--- src/rtl/a2d_sched.sv ---
// rtl/a2d_sched.sv - round-robin A2D conversion scheduler driving a shared SPI master
module a2d_sched #(
    parameter int GAP_CYC = 1
) (
    input  logic        clk,
    input  logic        rst_n,
    input  logic        nxt,
    output logic        wrt,
    output logic [15:0] cmd,
    input  logic        done,
    input  logic [15:0] rd_data,
    output logic [11:0] lft_ld,
    output logic [11:0] rght_ld,
    output logic [11:0] steer_pot,
    output logic [11:0] batt,
    output logic        busy,
    output logic        cnv_cmplt
);

    typedef enum logic [2:0] {
        IDLE,
        ADDR,
        WAIT1,
        GAP,
        READ,
        WAIT2
    } state_t;

    // Last value of the GAP counter before moving on to the read transaction.
    localparam logic [3:0] GAP_LAST = 4'(GAP_CYC - 1);

    state_t      state;
    state_t      state_nxt;
    logic [1:0]  ptr;
    logic [2:0]  ch;
    logic [3:0]  gap_cnt;
    logic        gap_clr;
    logic        gap_inc;
    logic        load;
    logic        rd_unused;

    // Only the low 12 bits of the receive word carry the conversion result.
    assign rd_unused = &{1'b0, rd_data[15:12]};

    // Round-robin pointer to physical A2D channel number.
    always_comb begin
        ch = 3'd0;
        case (ptr)
            2'd0: ch = 3'd0;
            2'd1: ch = 3'd4;
            2'd2: ch = 3'd5;
            2'd3: ch = 3'd6;
            default: ch = 3'd0;
        endcase
    end

    // Next-state and strobe decode; done is only honoured in the two wait states.
    always_comb begin
        state_nxt = state;
        wrt       = 1'b0;
        load      = 1'b0;
        gap_clr   = 1'b0;
        gap_inc   = 1'b0;
        case (state)
            IDLE: begin
                if (nxt) state_nxt = ADDR;
            end
            ADDR: begin
                wrt       = 1'b1;
                state_nxt = WAIT1;
            end
            WAIT1: begin
                if (done) begin
                    gap_clr   = 1'b1;
                    state_nxt = GAP;
                end
            end
            GAP: begin
                if (gap_cnt == GAP_LAST) state_nxt = READ;
                else                     gap_inc   = 1'b1;
            end
            READ: begin
                wrt       = 1'b1;
                state_nxt = WAIT2;
            end
            WAIT2: begin
                if (done) begin
                    load      = 1'b1;
                    state_nxt = IDLE;
                end
            end
            default: state_nxt = IDLE;
        endcase
    end

    assign busy = (state != IDLE);

    // State register.
    always_ff @(posedge clk or negedge rst_n) begin
        if (!rst_n) state <= IDLE;
        else        state <= state_nxt;
    end

    // GAP idle-cycle counter, cleared as the address transaction completes.
    always_ff @(posedge clk or negedge rst_n) begin
        if (!rst_n)       gap_cnt <= 4'd0;
        else if (gap_clr) gap_cnt <= 4'd0;
        else if (gap_inc) gap_cnt <= gap_cnt + 4'd1;
    end

    // Command word is captured when a conversion starts and held until the next one.
    always_ff @(posedge clk or negedge rst_n) begin
        if (!rst_n)                    cmd <= 16'h0000;
        else if (state == IDLE && nxt) cmd <= {2'b00, ch, 11'h000};
    end

    // Pointer advance and completion pulse, both one cycle after the read finishes.
    always_ff @(posedge clk or negedge rst_n) begin
        if (!rst_n) begin
            ptr       <= 2'd0;
            cnv_cmplt <= 1'b0;
        end else begin
            cnv_cmplt <= load;
            if (load) ptr <= ptr + 2'd1;
        end
    end

    // Result registers; only the one selected by the pointer is written.
    always_ff @(posedge clk or negedge rst_n) begin
        if (!rst_n) begin
            lft_ld    <= 12'h000;
            rght_ld   <= 12'h000;
            steer_pot <= 12'h000;
            batt      <= 12'h000;
        end else if (load) begin
            case (ptr)
                2'd0: lft_ld    <= rd_data[11:0];
                2'd1: rght_ld   <= rd_data[11:0];
                2'd2: steer_pot <= rd_data[11:0];
                2'd3: batt      <= rd_data[11:0];
                default: ;
            endcase
        end
    end

endmodule

--- config.mk ---
export PLATFORM = sky130hd
export DESIGN_NAME = a2d_sched
export DESIGN_NICKNAME = d
export VERILOG_FILES = /design/src/rtl/a2d_sched.sv
export SDC_FILE = /design/constraint.sdc
export NUM_CORES = 1
export LEC_CHECK = 0
export CORE_MARGIN = 1.5
export CORE_UTILIZATION = 42
export CTS_CLUSTER_DIAMETER = 80
export DETAILED_ROUTE_END_ITERATION = 6
export PLACE_DENSITY = 0.78
export SYNTH_ARGS = -nofsm -noshare
export SYNTH_HDL_FRONTEND = slang
export SYNTH_SLANG_ARGS = --single-unit
--- constraint.sdc ---
create_clock -name clk -period 1.6 [get_ports clk]
set_input_delay 0.16 -clock clk [delete_from_list [all_inputs] [get_ports clk]]
set_output_delay 0.16 -clock clk [all_outputs]
set_load 0.01 [all_outputs]
# After elaboration in Yosys (flattened, before gate mapping)
# Cells that the tools add are included.
[word_totals]
ff_bits = 61
inputBits = 20
out_inout_bits = 67
wordCells = 49
[classes]
n_addsub = 2
n_eq_ne = 12
muxes = 14
n_reduce_logical = 12
[op_table]
columns = ["cell", "count"]
rows = [
  ["$pmux 3 s6", 1],
  ["$mux 3", 4],
  ["$pmux 3 s4", 1],
  ["$mux 4", 2],
  ["$ne 2x2->1 const B", 4],
  ["$reduce_and 2->1", 4],
  ["$eq 3x2->1 const B", 2],
  ["$eq 3x3->1 const B", 2],
  ["$mux 1", 6],
  ["$add 4x1->4 const B", 1],
  ["$eq 2x2->1 const B", 2],
  ["$logic_not 4->1", 1],
  ["$reduce_and 4->1", 1],
  ["$eq 3x1->1 const B", 1],
  ["$logic_not 3->1", 1],
  ["$reduce_bool 3->1", 1],
  ["$add 2x1->2 const B", 1],
  ["$eq 2x1->1 const B", 1],
  ["$logic_not 2->1", 1],
  ["$reduce_bool 2->1", 1],
  ["$reduce_or 2->1", 1],
  ["$logic_and 1x1->1", 1],
]

# Depth between registers and ports, before layout
[logic_depth]
depth_word = 5
ltp_mapped = 6
ltp_nobuf = 5

# Least setup slack after synthesis
# OpenSTA, ideal clock, no wires.
[synth_path]
path_kind = "reg-to-reg"
from = "register gap_cnt[0]"
to = "register gap_cnt[1]"
setup_time_ns = 0.120
t_arrival_ns = 1.425
required_ns = 1.480
setup_slack_ns = 0.055
path_stages_with_launch = 6
n_path_buf = 0
period_less_slack_ns = 1.545
path_cell_list = "dfrtp_1 > inv_1 > ha_1 > or3b_2 > and3_1 > a31o_2"
[synth_via]
elab_chain_len = 4
word_cells_on_any_way = 7
[synth_lines]
columns = ["item", "line_no", "rtl"]
rows = [
  ["start, declared", "36", "logic [3:0] gap_cnt;"],
  ["start signal, assigned", "108", "else if (gap_inc) gap_cnt <= gap_cnt + 4'd1;"],
  ["parallel branches: the longest is 4 deep, another holds $add 4x1->4", "-", ""],
]
# Several ways; the timed one is not identified. The select of a mux whose other input is x is not followed.
# A chain may end at the register's enable or synchronous reset.

# Worst setup path after layout
[layout_path]
from = "register state[2]"
to = "register rght_ld[0]"
[layout_via]
elab_chain_len = 3
[layout_lines]
columns = ["item", "line_no", "rtl"]
rows = [
  ["start, declared", "32", "state_t state;"],
  ["start signal, assigned", "101", "else state <= state_nxt;"],
  ["$eq 3x3->1", "64", "case (state)"],
  ["$mux 1", "64", ""],
  ["$reduce_and 2->1 (no line)", "-", ""],
  ["end signal, assigned", "138", "2'd1: rght_ld <= rd_data[11:0];"],
  ["end, declared", "13", "output logic [11:0] rght_ld,"],
]
# No other way between the ends.

==> out/qor.yml <==
setup_path:
  crit_required_ns: 1.81
  cp-end-kind: "flip-flop"
  reg2reg_slack_ns: 0.06
  critPathKind: "reg2reg"
  critPathArrivalTime_ns: 1.75
  cp-start-kind: "flip-flop"
  critPathMaxFanout: 12
  cp_slowest_cell: "dfrtp_2"
  cp_slowest_stage_delay_ns: 0.45
  crit_path_cell_trace: "and4b_1 > buf_12 > nand2_4 > mux2_2"
detailed_routing:
  ant_nets: 0
  dr.first_iter.drc_count: 53
  routedWlPerCell_um: 15.4
  drc: 0
  drt_first_pass_iters: 4
  dr_total_vias: 1660
  wl_mm: 5.34
  routed_via_density: 4.80
die:
  dieWidth_um: 84.5
  core_mm2: 0.00639
  io_pins: 87
  die_area_mm2: 0.00714
  initial_core_util_pct: 43.7
  die_h_um: 84.5
  rows: 29
place:
  dp_hpwl_mm: 3.62
  post_dp_cell_area_mm2: 0.00355
  place_congestion: 0.770
  dp_cells: 329
  portBuffers: 69
clock_tree:
  cts_sinks: 61
  post-cts-setup-buffers: 0
  path_clk_slew_ns: 0.08
  root_buffer: "clkbuf_8"
  clk_latency_ns: 0.32
  htreeDepth: 3
  clock_path_buffers: 2
  cts_tree: "done"
  cts_buffers: 9
power:
  p_int_mw: 5.04
  cellPowerDensity_mw_per_mm2: 1880
  power_switching_share_pct: 29.2
  power_frac_clock_pct: 21.0
  peakVddDrop_mv: 0.893
  power_frac_comb_pct: 42.3
  p_sw_mw: 2.08
  p_seq_share_pct: 36.7
  p_leak_nw: 1.91
yosys:
  synth_top_area_share_pct: 54.7
  ys_seq_area_share_pct: 54.7
  synth_top_family_by_area: "multiplexers"
  netlist_area_mm2: 0.00279
  synth_cells: 182
  ys_async_sr_fraction_pct: 100
  netlist.top_cell.by_area: "dfrtp_1"
  synth.area.mux_share_pct: 26.6
  synth_cell_types: 32
  synth-edff-count: 0
  ys_top_cells_by_area: "dfrtp_1 (55%), mux2_4 (22%), buf_4 (4.0%)"
  yosys.area_share.simple_pct: 5.83
  avgSynthCellArea_um2: 15.3
  ys_ff_latch: 61
  synth-main-ff-cell: "dfrtp_1"
  synth_xor_area_share_pct: 0.628
  synth-adder-area-share_pct: 3.14
  synth_compound_area_share_pct: 2.11
  ys_warn_count: 0
timing:
  period_share_pct: 96.0
  post-route-min-period_ns: 1.54
  fin_skew_ns: 0.00934
  drv_slew: 0
  hold_violations: 0
  tns_ns: 0
  finalSetupViolations: 0
  fmax_mhz: 651
  rsz0062_at_grt: "no"
global_route:
  grt_pass1_wl_mm: 8.78
  grt_max_degree: 62
  grt_overflow_total: 0
  groute.usage.overall_pct: 15.9
  grt_pass1_vias: 1684
  antenna_found_initial: 0
finish:
  finalNonFillerCells: 346
  drive_gt1_share_pct: 31.2
  final_nets: 291
  layout_common_cells: "clkdlybuf4s50_1 (66), dfrtp_1 (60), mux2_4 (40), conb_1 (13), mux2_2 (10)"
  fillers: 509
  final_common_cell: "clkdlybuf4s50_1"
  antenna_cells: 0
  final_cell_area_mm2: 0.00379
  area.growth.synth_to_final_pct: 35.7
status:
  status: "completed"
worst_hold_path:
  worstHoldPathType: "in2async"
job:
  cap_violations: 0
[through the flow]
step	setup WS, ns	power (mW)	hold slack (ns)	utilization (%)
floorplan	0.0554	4.09	-0.136	-
global placement	-0.123	5.58	0.193	55.5
detailed placement	-0.126	5.67	0.192	55.5
CTS	0.0408	7.19	0.375	59.2
global route	0.00547	7.53	0.408	59.3
finish	0.0639	7.13	0.381	59.3
[state kept, by name, indices dropped and copies added (netlist names)]
signal	count
batt	12
cmd	3
cnv_cmplt	1
gap_cnt	4
lft_ld	12
ptr	2
rght_ld	12
state	3
steer_pot	12
[critical path: cells and delay by family, from the launching register on]
family,cells,cell delay (ns)
buffers and inverters,1,0.15
AND/OR/NAND/NOR,2,0.46
flip-flops,1,0.45
multiplexers,1,0.37
[layer usage]
layer / up-vias / wire (µm) / track usage, %
li1: 766 / - / -
met3: 5 / 238 / 3.93
met2: 51 / 2580 / 24.1
met4: 0 / 54 / 6.60
met1: 838 / 2460 / 22.0
met5: - / 0 / 0
[cells in the mapped netlist (2+ instances only)]
library cell	n
buf_4	15
buf_6	5
dfrtp_1	61
ha_1	7
inv_1	5
mux2_2	10
mux2_4	40
mux2i_1	3
nand2_1	6
nand2_4	4
nor3b_1	2
o211ai_1	2
o21ai_0	2
xnor2_1	2
[timing repair]
action	in CTS	in global routing
resized for setup	5	1
endpoints found under the hold margin	61	0
hold buffers	1	0
endpoints found under the setup margin	3	1
[logic make-up after synthesis]
logic type | Yosys count
compound gates | 9
simple gates | 23
buf+inv | 26
other cells | 1
mux | 53
fa+ha+maj | 7
xor+xnor | 2
flops | 61
[final timing paths]
path | endpoint | depth (start not counted) | from
setup / recovery | rght_ld[0] | 4 | state[2]
hold / removal | steer_pot[4] | 3 | rst_n
setup reg to reg | rght_ld[0] | 4 | state[2]
hold reg to reg | lft_ld[1] | 1 | lft_ld[1]
max in group asynchronous | state[2] | 3 | rst_n
min in group clk | lft_ld[1] | 1 | lft_ld[1]
[final cells by class]
type                       count  area [µm²]  area share (%)
clock buffer                   9         124            3.27
tap                           77        96.3            2.54
inverter                       5        18.8           0.495
multi-input combinational    107        1130            29.8
clock inverter                 7        97.6            2.58
timing repair buffer          80         795            21.0
sequential                    61        1530            40.3
[power by group through the flow]
stage | registers [mW] | clock network [mW] | logic [mW]
3_5_place_dp | 2.63 | 0 | 3.03
2_1_floorplan | 2.82 | 0 | 1.27
4_1_cts | 2.62 | 1.54 | 3.03
5_1_grt | 2.70 | 1.62 | 3.20
6_report | 2.61 | 1.50 | 3.02
3_3_place_gp | 2.62 | 0 | 2.96
No activity file was read; power rests on OpenSTA's default activity.
